### config.mk
export PLATFORM = sky130hd
export DESIGN_NAME = timer_multi_flat
export DESIGN_NICKNAME = d
export VERILOG_FILES = /design/src/rtl/timer_multi_pkg.sv /design/src/rtl/timer_multi_if.sv /design/src/rtl/timer_chan.sv /design/src/rtl/timer_multi.sv /design/src/flat_wrapper.sv
export SDC_FILE = /design/constraint.sdc
export NUM_CORES = 1
export LEC_CHECK = 0
export ABC_AREA = 1
export CAP_MARGIN = 15
export CORE_AREA = 5 5 225 227
export DETAILED_ROUTE_END_ITERATION = 7
export DIE_AREA = 0 0 230 232
export HOLD_SLACK_MARGIN = 0.02
export PLACE_DENSITY = 0.79
export SETUP_SLACK_MARGIN = 0.5
export SYNTH_ARGS = -nofsm -noshare
export SYNTH_HDL_FRONTEND = slang
export SYNTH_HIERARCHICAL = 1
export SYNTH_SLANG_ARGS = --single-unit
### constraint.sdc
create_clock -name clk -period 3.85 [get_ports clk]
set_clock_uncertainty 0.2 [all_clocks]
set_input_delay 0.77 -clock clk [delete_from_list [all_inputs] [get_ports clk]]
set_output_delay 0.77 -clock clk [all_outputs]
set_load 0.02 [all_outputs]
### src/rtl/timer_multi_pkg.sv
// Shared register map, CTRL bit positions and encodings for the multi-channel timer.
package timer_multi_pkg;

    localparam logic [3:0] REG_CTRL  = 4'h0;
    localparam logic [3:0] REG_COUNT = 4'h4;
    localparam logic [3:0] REG_VALUE = 4'h8;
    localparam logic [3:0] REG_PRESC = 4'hC;

    localparam int CTRL_EN   = 0;
    localparam int CTRL_IE   = 1;
    localparam int CTRL_PEND = 2;
    localparam int CTRL_MODE = 3;

    typedef enum logic {
        MODE_ONESHOT  = 1'b0,
        MODE_PERIODIC = 1'b1
    } mode_e;

    localparam logic INT_ASSERT   = 1'b1;
    localparam logic INT_DEASSERT = 1'b0;

endpackage

### src/rtl/timer_multi_if.sv
// Simple peripheral slave bus: single-cycle write strobe, combinational read data.
interface timer_multi_if;

    logic [31:0] data_i;
    logic [31:0] addr_i;
    logic        we_i;
    logic [31:0] data_o;

    modport master (output data_i, output addr_i, output we_i, input data_o);
    modport slave  (input data_i, input addr_i, input we_i, output data_o);

endinterface

### src/rtl/timer_chan.sv
// One timer channel: CTRL/COUNT/VALUE/PRESC registers, prescaler, up-counter and expiry.
module timer_chan
    import timer_multi_pkg::*;
#(
    parameter int CNT_W   = 32,
    parameter int PRESC_W = 16
) (
    input  logic        clk,
    input  logic        rst_n,
    input  logic        wr_sel,
    input  logic [3:0]  offset,
    input  logic [31:0] wdata,
    output logic [31:0] rdata,
    output logic        irq
);

    logic               en_r;
    logic               ie_r;
    logic               pend_r;
    mode_e              mode_r;
    logic [CNT_W-1:0]   count_r;
    logic [CNT_W-1:0]   value_r;
    logic [PRESC_W-1:0] presc_r;
    logic [PRESC_W-1:0] presc_cnt_r;

    logic ctrl_wr_s;
    logic value_wr_s;
    logic presc_wr_s;
    logic tick_s;
    logic expire_s;
    logic unused_s;

    assign ctrl_wr_s  = wr_sel && (offset == REG_CTRL);
    assign value_wr_s = wr_sel && (offset == REG_VALUE);
    assign presc_wr_s = wr_sel && (offset == REG_PRESC);
    assign tick_s     = en_r && (presc_cnt_r == presc_r);
    // >= rather than == so a VALUE lowered below COUNT expires on the next tick
    assign expire_s   = tick_s && (count_r >= value_r);
    assign irq        = pend_r & ie_r;
    assign unused_s   = ^wdata;

    // Prescaler and counter; both held at zero while the channel is disabled
    always_ff @(posedge clk or negedge rst_n) begin
        if (!rst_n) begin
            presc_cnt_r <= {PRESC_W{1'b0}};
            count_r     <= {CNT_W{1'b0}};
        end else if (!en_r) begin
            presc_cnt_r <= {PRESC_W{1'b0}};
            count_r     <= {CNT_W{1'b0}};
        end else if (tick_s) begin
            presc_cnt_r <= {PRESC_W{1'b0}};
            count_r     <= expire_s ? {CNT_W{1'b0}} : count_r + CNT_W'(1'b1);
        end else begin
            presc_cnt_r <= presc_cnt_r + PRESC_W'(1'b1);
        end
    end

    // Config registers; an expiry always lands in pending, even against a same-cycle W1C
    always_ff @(posedge clk or negedge rst_n) begin
        if (!rst_n) begin
            en_r    <= 1'b0;
            ie_r    <= 1'b0;
            pend_r  <= 1'b0;
            mode_r  <= MODE_ONESHOT;
            value_r <= {CNT_W{1'b0}};
            presc_r <= {PRESC_W{1'b0}};
        end else begin
            pend_r <= expire_s | (pend_r & ~(ctrl_wr_s & wdata[CTRL_PEND]));
            if (ctrl_wr_s) begin
                en_r   <= wdata[CTRL_EN];
                ie_r   <= wdata[CTRL_IE];
                mode_r <= mode_e'(wdata[CTRL_MODE]);
            end else if (expire_s && (mode_r == MODE_ONESHOT)) begin
                en_r <= 1'b0;
            end
            if (value_wr_s) begin
                value_r <= wdata[CNT_W-1:0];
            end
            if (presc_wr_s) begin
                presc_r <= wdata[PRESC_W-1:0];
            end
        end
    end

    // Register read mux for this channel
    always_comb begin
        rdata = 32'd0;
        case (offset)
            REG_CTRL: begin
                rdata[CTRL_EN]   = en_r;
                rdata[CTRL_IE]   = ie_r;
                rdata[CTRL_PEND] = pend_r;
                rdata[CTRL_MODE] = mode_r;
            end
            REG_COUNT: rdata = 32'(count_r);
            REG_VALUE: rdata = 32'(value_r);
            REG_PRESC: rdata = 32'(presc_r);
            default:   rdata = 32'd0;
        endcase
    end

endmodule

### src/rtl/timer_multi.sv
// Multi-channel peripheral timer: address decode, NUM_CH channels, read mux and interrupt combine.
module timer_multi
    import timer_multi_pkg::*;
#(
    parameter int NUM_CH  = 4,
    parameter int CNT_W   = 32,
    parameter int PRESC_W = 16
) (
    input  logic              clk,
    input  logic              rst_n,
    timer_multi_if.slave      bus,
    output logic              int_sig_o,
    output logic [NUM_CH-1:0] int_vec_o
);

    logic [3:0]        chan_idx_s;
    logic [3:0]        reg_off_s;
    logic [31:0]       rdata_s [NUM_CH];
    logic [NUM_CH-1:0] irq_s;
    logic [31:0]       rd_mux_s;
    logic              unused_s;

    assign chan_idx_s = bus.addr_i[7:4];
    assign reg_off_s  = bus.addr_i[3:0];
    assign unused_s   = ^bus.addr_i[31:8];

    // Channel indices at or above NUM_CH never match a channel, so they read 0 and drop writes
    for (genvar g = 0; g < NUM_CH; g++) begin : g_chan
        timer_chan #(
            .CNT_W   (CNT_W),
            .PRESC_W (PRESC_W)
        ) u_chan (
            .clk    (clk),
            .rst_n  (rst_n),
            .wr_sel (bus.we_i && (chan_idx_s == 4'(g))),
            .offset (reg_off_s),
            .wdata  (bus.data_i),
            .rdata  (rdata_s[g]),
            .irq    (irq_s[g])
        );
    end

    // One-hot select of the addressed channel's read data
    always_comb begin
        rd_mux_s = 32'd0;
        for (int n = 0; n < NUM_CH; n++) begin
            rd_mux_s = rd_mux_s | ((chan_idx_s == 4'(n)) ? rdata_s[n] : 32'd0);
        end
    end

    assign bus.data_o = rst_n ? rd_mux_s : 32'd0;
    assign int_vec_o  = irq_s;
    assign int_sig_o  = (|irq_s) ? INT_ASSERT : INT_DEASSERT;

endmodule

### src/flat_wrapper.sv
// flat-port wrapper written by rule: the top's interface ports become plain ports
module timer_multi_flat import timer_multi_pkg::*;
#(
    parameter int NUM_CH  = 4,
    parameter int CNT_W   = 32,
    parameter int PRESC_W = 16
)
  (clk, rst_n, int_sig_o, int_vec_o, bus_data_i, bus_addr_i, bus_we_i, bus_data_o);
  timer_multi_if bus_i ();
  input  logic clk;
  input  logic rst_n;
  output logic int_sig_o;
  output logic [NUM_CH-1:0] int_vec_o;
  input wire logic [$bits(bus_i.data_i)-1:0] bus_data_i;
  input wire logic [$bits(bus_i.addr_i)-1:0] bus_addr_i;
  input wire logic [$bits(bus_i.we_i)-1:0] bus_we_i;
  output wire logic [$bits(bus_i.data_o)-1:0] bus_data_o;
  assign bus_i.data_i = bus_data_i;
  assign bus_i.addr_i = bus_addr_i;
  assign bus_i.we_i = bus_we_i;
  assign bus_data_o = bus_i.data_o;
  timer_multi #(.NUM_CH(NUM_CH), .CNT_W(CNT_W), .PRESC_W(PRESC_W)) u_core (.clk(clk), .rst_n(rst_n), .bus(bus_i), .int_sig_o(int_sig_o), .int_vec_o(int_vec_o));
endmodule
==> metrics.md <==
| Metric | Value |
|---|---|
| Outcome | `complete, no violations` |
| Number of max-cap violations | `0` |
| Register bit total from synthesis | `400` |
| Total iterations of the first detailed-routing run | `6` |
| Unrepaired setup endpoints after global routing | `yes` |
| Clock latency reported for the late side of the worst-skew pair | `0.60 ns` |
| Overall global routing resource usage | `32.3%` |
| Count of cell types in the netlist | `38` |
| Syn Std Cell Area | `27200 µm²` |
| Post-layout minimum cycle time | `3.54 ns` |
| Final hold violations | `0` |
| Warnings from Yosys | `6` |
| Number of global-route vias before repair | `24700` |
| Count of input and output buffers | `79` |
| Detailed-route via count | `roughly 27000` |
| Arithmetic-cell share of the synthesized area counting full adders, half adders and majority gates | `6.27%` |
| PD cells | `313 nW/µm²` |
| DRC viols | `0` |
| Initial DRC count | `2586` |
| Average vias per placed instance | `between 5 and 6` |
| Per-instance average area after synthesis | `7.10 µm²` |
| Total I/O pin count | `around 100` |
| Net total in the final layout | `4210` |
| Compound-Gate Fraction of Synth Area | `13.1%` |
| Main combinational cell family by area after synthesis | `simple AND/OR/NAND/NOR gates` |
| Count of antenna-violating nets left after detailed routing | `0` |
| Startpoint of the worst-slack reg-to-reg timing path | `u_core/g_chan[1].u_chan/count_r[5]` |
| Max-slew violation total from the final report | `0` |
| CP endpoint kind | `primary output` |
| Number of diodes | `0` |
| Static leakage | `between 15 and 20 nW` |
| Total clock sinks | `400` |
| Cell taking the most area after synthesis | `sky130_fd_sc_hd__dfrtp_1` |
| Arrival @ worst endpoint | `between 2 and 3 ns` |
| Normalized max-slew margin | `33.0%` |
| Proportion of netlist area held by the largest area contributor | `36.9%` |
| Overall die width | `230 µm` |
| Std cell rows | `slightly above 80` |
| FMAX | `283 MHz` |
| Number of clock buffers inserted by TritonCTS | `46` |
| Number of flops mapped to enable cells by yosys | `0` |
| Reg-to-reg critical path endpoint | `u_core/g_chan[1].u_chan/count_r[6]` |
| Share of synthesized area spent on multiplexers | `0%` |
| Vert. Die Dim | `between 200 and 250 µm` |
| Worst-case hold slack | `0.0413 ns` |
| Starting Density | `~56%` |
| Ranking of synthesized cells by area | `sky130_fd_sc_hd__dfrtp_1 (37%), sky130_fd_sc_hd__nand2_1 (15%), sky130_fd_sc_hd__inv_1 (8.1%), sky130_fd_sc_hd__ha_1 (6.3%), sky130_fd_sc_hd__nor2_1 (4.7%)` |
| Post-Synthesis Cells | `roughly 3800` |
| Req. time, crit path | `2.88 ns` |
| Total die area | `roughly 53000 µm²` |
| Parity-gate share of the synthesized area counting xor and xnor cells | `2.45%` |
| Routability congestion estimate from global placement | `0.996` |
| Startpoint type of the worst setup path | `primary input` |
| Initial antenna violation count | `0` |
| Growth of design area from synthesis to finish | `19.1%` |
| Reg-to-reg slack, setup | `roughly 1.2 ns` |
| Share of layout cells above drive strength 1 | `16.1%` |
| Logic depth of the worst register-to-register path | `10` |
| Maximum number of pins on one net before global-route repair | `between 100 and 150` |
| Dpl hpwl | `62300 µm` |
| GR Overflow Total | `0` |
| Slew at the pin with the worst max-slew slack | `1.00 ns` |
| Path type of the worst min-delay path | `in2async` |
| Mapped Nets | `4028` |
| Crit. Startpoint | `bus_addr_i[1]` |
| Number of H-tree levels | `2` |
| Max Root-Sink Buffers | `3` |
| Setup violators final | `0` |
| Basic-gate share of the synthesized area counting and, or, nand and nor cells | `slightly above 30%` |
| Most used flip-flop cell after synthesis | `sky130_fd_sc_hd__dfrtp_1` |
| Total of hold buffers inserted after clock tree synthesis | `0` |
| Core Footprint | `48400 µm²` |
| Clk slew on worst S/H paths | `0.06 ns` |
| Overall routed net length | `88100 µm` |
| Kind of critical path | `in2out` |
| Post-route core utilization | `66.8%` |
| Crit-path max FO | `16` |
| Filler cells | `4018` |
| IR Drop Worst-Case VDD | `about 0.30 mV` |
| Period Utilization, post-route | `91.9%` |
| Avg WL per Cell | `18.9 µm` |
| CTS tree | `yes` |
| Wire length of the first global-routing pass | `137000 µm` |
| Share of synthesized flip-flops with an asynchronous set or reset | `100%` |
| Seq/Total Area, Yosys | `a little under two fifths` |
| Buffer cell driving the clock tree root | `sky130_fd_sc_hd__clkbuf_16` |
[worst max-delay path by stage]
stage / endpoint / slack [ns] / cells past startpoint
global route: bus_data_o[31] / 0.28 / 14
CTS: bus_data_o[10] / 0.35 / 14
floorplan: bus_data_o[0] / 0.76 / 10
finish: bus_data_o[18] / 0.31 / 12
detailed placement: bus_data_o[13] / -0.61 / 13
global placement: bus_data_o[13] / -0.59 / 13
[layout by cell type, fill, tap and decap left out, types with 15 or more instances in the layout]
| cell type | Yosys | routed |
|---|---|---|
| sky130_fd_sc_hd__o21ai_2 | 48 | 48 |
| sky130_fd_sc_hd__dfrtp_1 | 400 | 400 |
| sky130_fd_sc_hd__a21o_1 | 16 | 16 |
| sky130_fd_sc_hd__nand2_2 | 12 | 56 |
| sky130_fd_sc_hd__o21ai_1 | 44 | 44 |
| sky130_fd_sc_hd__buf_12 | 0 | 18 |
| sky130_fd_sc_hd__nor2_2 | 29 | 40 |
| sky130_fd_sc_hd__buf_6 | 18 | 31 |
| sky130_fd_sc_hd__o221ai_2 | 0 | 25 |
| sky130_fd_sc_hd__nor3_1 | 52 | 52 |
| sky130_fd_sc_hd__clkdlybuf4s50_1 | 0 | 39 |
| sky130_fd_sc_hd__nor2_4 | 15 | 17 |
| sky130_fd_sc_hd__o21ai_0 | 200 | 200 |
| sky130_fd_sc_hd__nand2_4 | 4 | 15 |
| sky130_fd_sc_hd__a21oi_1 | 132 | 132 |
| sky130_fd_sc_hd__o22ai_2 | 0 | 20 |
| sky130_fd_sc_hd__buf_4 | 10 | 153 |
| sky130_fd_sc_hd__xor2_1 | 64 | 64 |
| sky130_fd_sc_hd__nand4_1 | 96 | 96 |
| sky130_fd_sc_hd__clkbuf_16 | 0 | 50 |
| sky130_fd_sc_hd__nor2_1 | 337 | 324 |
| sky130_fd_sc_hd__inv_2 | 35 | 41 |
| sky130_fd_sc_hd__inv_1 | 586 | 576 |
| sky130_fd_sc_hd__o221ai_1 | 48 | 15 |
| sky130_fd_sc_hd__ha_1 | 136 | 136 |
| sky130_fd_sc_hd__o22ai_1 | 64 | 33 |
| sky130_fd_sc_hd__nand2_1 | 1069 | 1014 |
| sky130_fd_sc_hd__nand3_2 | 20 | 43 |
| sky130_fd_sc_hd__nand3_1 | 228 | 202 |
[power by group]
| part | total, mW | internal [mW] | switching [mW] | leakage [nW] |
|---|---|---|---|---|
| registers | 4.41 | 4.32 | 0.0906 | 5.23 |
| clock network | 4.49 | 2.65 | 1.83 | 0.755 |
| logic | 1.23 | 0.390 | 0.840 | 9.56 |
| total | 10.1 | 7.36 | 2.77 | 15.5 |
[final cells by class]
type | instances | area [µm²] | share of cell area [%]
Multi-Input combinational cell | 2687 | 15300 | 47.2
Sequential cell | 400 | 10000 | 30.9
Timing Repair Buffer | 251 | 2410 | 7.45
Inverter | 621 | 2340 | 7.25
Clock buffer | 77 | 1470 | 4.55
Tap cell | 622 | 778 | 2.41
Clock inverter | 6 | 55.1 | 0.170
[metal layers]
layer | global-route usage [%] | share of wire [%]
met5 | 0 | 0
met4 | 19.9 | 7.1
met3 | 7.34 | 9.6
met2 | 47.9 | 43
met1 | 43.0 | 40
[worst max-delay path, cell delays in order]
cell                      delay (ns)
sky130_fd_sc_hd__buf_6          0.10
sky130_fd_sc_hd__buf_12         0.13
sky130_fd_sc_hd__nor2_4         0.22
sky130_fd_sc_hd__nand3_1        0.16
sky130_fd_sc_hd__buf_4          0.29
sky130_fd_sc_hd__o22ai_2        0.22
sky130_fd_sc_hd__nand3_2        0.13
sky130_fd_sc_hd__nand2_2        0.11
sky130_fd_sc_hd__nor2_1         0.04
sky130_fd_sc_hd__nor2_1         0.10
sky130_fd_sc_hd__buf_4          0.16
sky130_fd_sc_hd__buf_6          0.12
[sequential cells by signal (all words and copies together), names as in the netlist]
register,flops
u_core/g_chan.u_chan/en_r,4
u_core/g_chan.u_chan/presc_cnt_r,64
u_core/g_chan.u_chan/ie_r,4
u_core/g_chan.u_chan/mode_r,4
u_core/g_chan.u_chan/pend_r,4
u_core/g_chan.u_chan/count_r,128
u_core/g_chan.u_chan/presc_r,64
u_core/g_chan.u_chan/value_r,128
[repair_timing]
item                                   CTS  global route
resized for setup                      365            80
cloned                                   4             1
pin swaps                               50            67
setup endpoints to repair               32            32
endpoints found under the hold margin    0             0
setup buffers                           20            18
[cells in the mapped netlist (10+ instances only)]
cell type,count
sky130_fd_sc_hd__a21o_1,16
sky130_fd_sc_hd__a21oi_1,132
sky130_fd_sc_hd__buf_2,35
sky130_fd_sc_hd__buf_4,10
sky130_fd_sc_hd__buf_6,18
sky130_fd_sc_hd__clkbuf_1,51
sky130_fd_sc_hd__dfrtp_1,400
sky130_fd_sc_hd__ha_1,136
sky130_fd_sc_hd__inv_1,586
sky130_fd_sc_hd__inv_2,35
sky130_fd_sc_hd__nand2_1,1069
sky130_fd_sc_hd__nand2_2,12
sky130_fd_sc_hd__nand3_1,228
sky130_fd_sc_hd__nand3_2,20
sky130_fd_sc_hd__nand4_1,96
sky130_fd_sc_hd__nor2_1,337
sky130_fd_sc_hd__nor2_2,29
sky130_fd_sc_hd__nor2_4,15
sky130_fd_sc_hd__nor3_1,52
sky130_fd_sc_hd__nor3_2,16
sky130_fd_sc_hd__o2111ai_1,16
sky130_fd_sc_hd__o21ai_0,200
sky130_fd_sc_hd__o21ai_1,44
sky130_fd_sc_hd__o21ai_2,48
sky130_fd_sc_hd__o221ai_1,48
sky130_fd_sc_hd__o22ai_1,64
sky130_fd_sc_hd__xnor2_1,12
sky130_fd_sc_hd__xor2_1,64
[logic make-up after synthesis]
kind of cell / count (synthesis)
flip-flops: 400
AND/OR/NAND/NOR: 1887
AO/OA/AOI/OAI: 588
XOR/XNOR: 76
adder cells (fa/ha/maj): 136
buffers and inverters: 738
[stage by stage]
stage                     instances  TNS, ns  cell area, µm²  power (mW)  worst slack (ns)
after floorplan                3825        0           27200        5.09             0.763
after global placement         4538   -15.39           29300        5.55            -0.586
after detailed placement       4538   -16.33           29300        5.58            -0.611
after CTS                      4645        0           31800        10.1             0.353
after global routing           4664        0           32400        10.5             0.275
final                          4664        0           32400        10.1             0.314
Power figures use the tool's default switching activity.
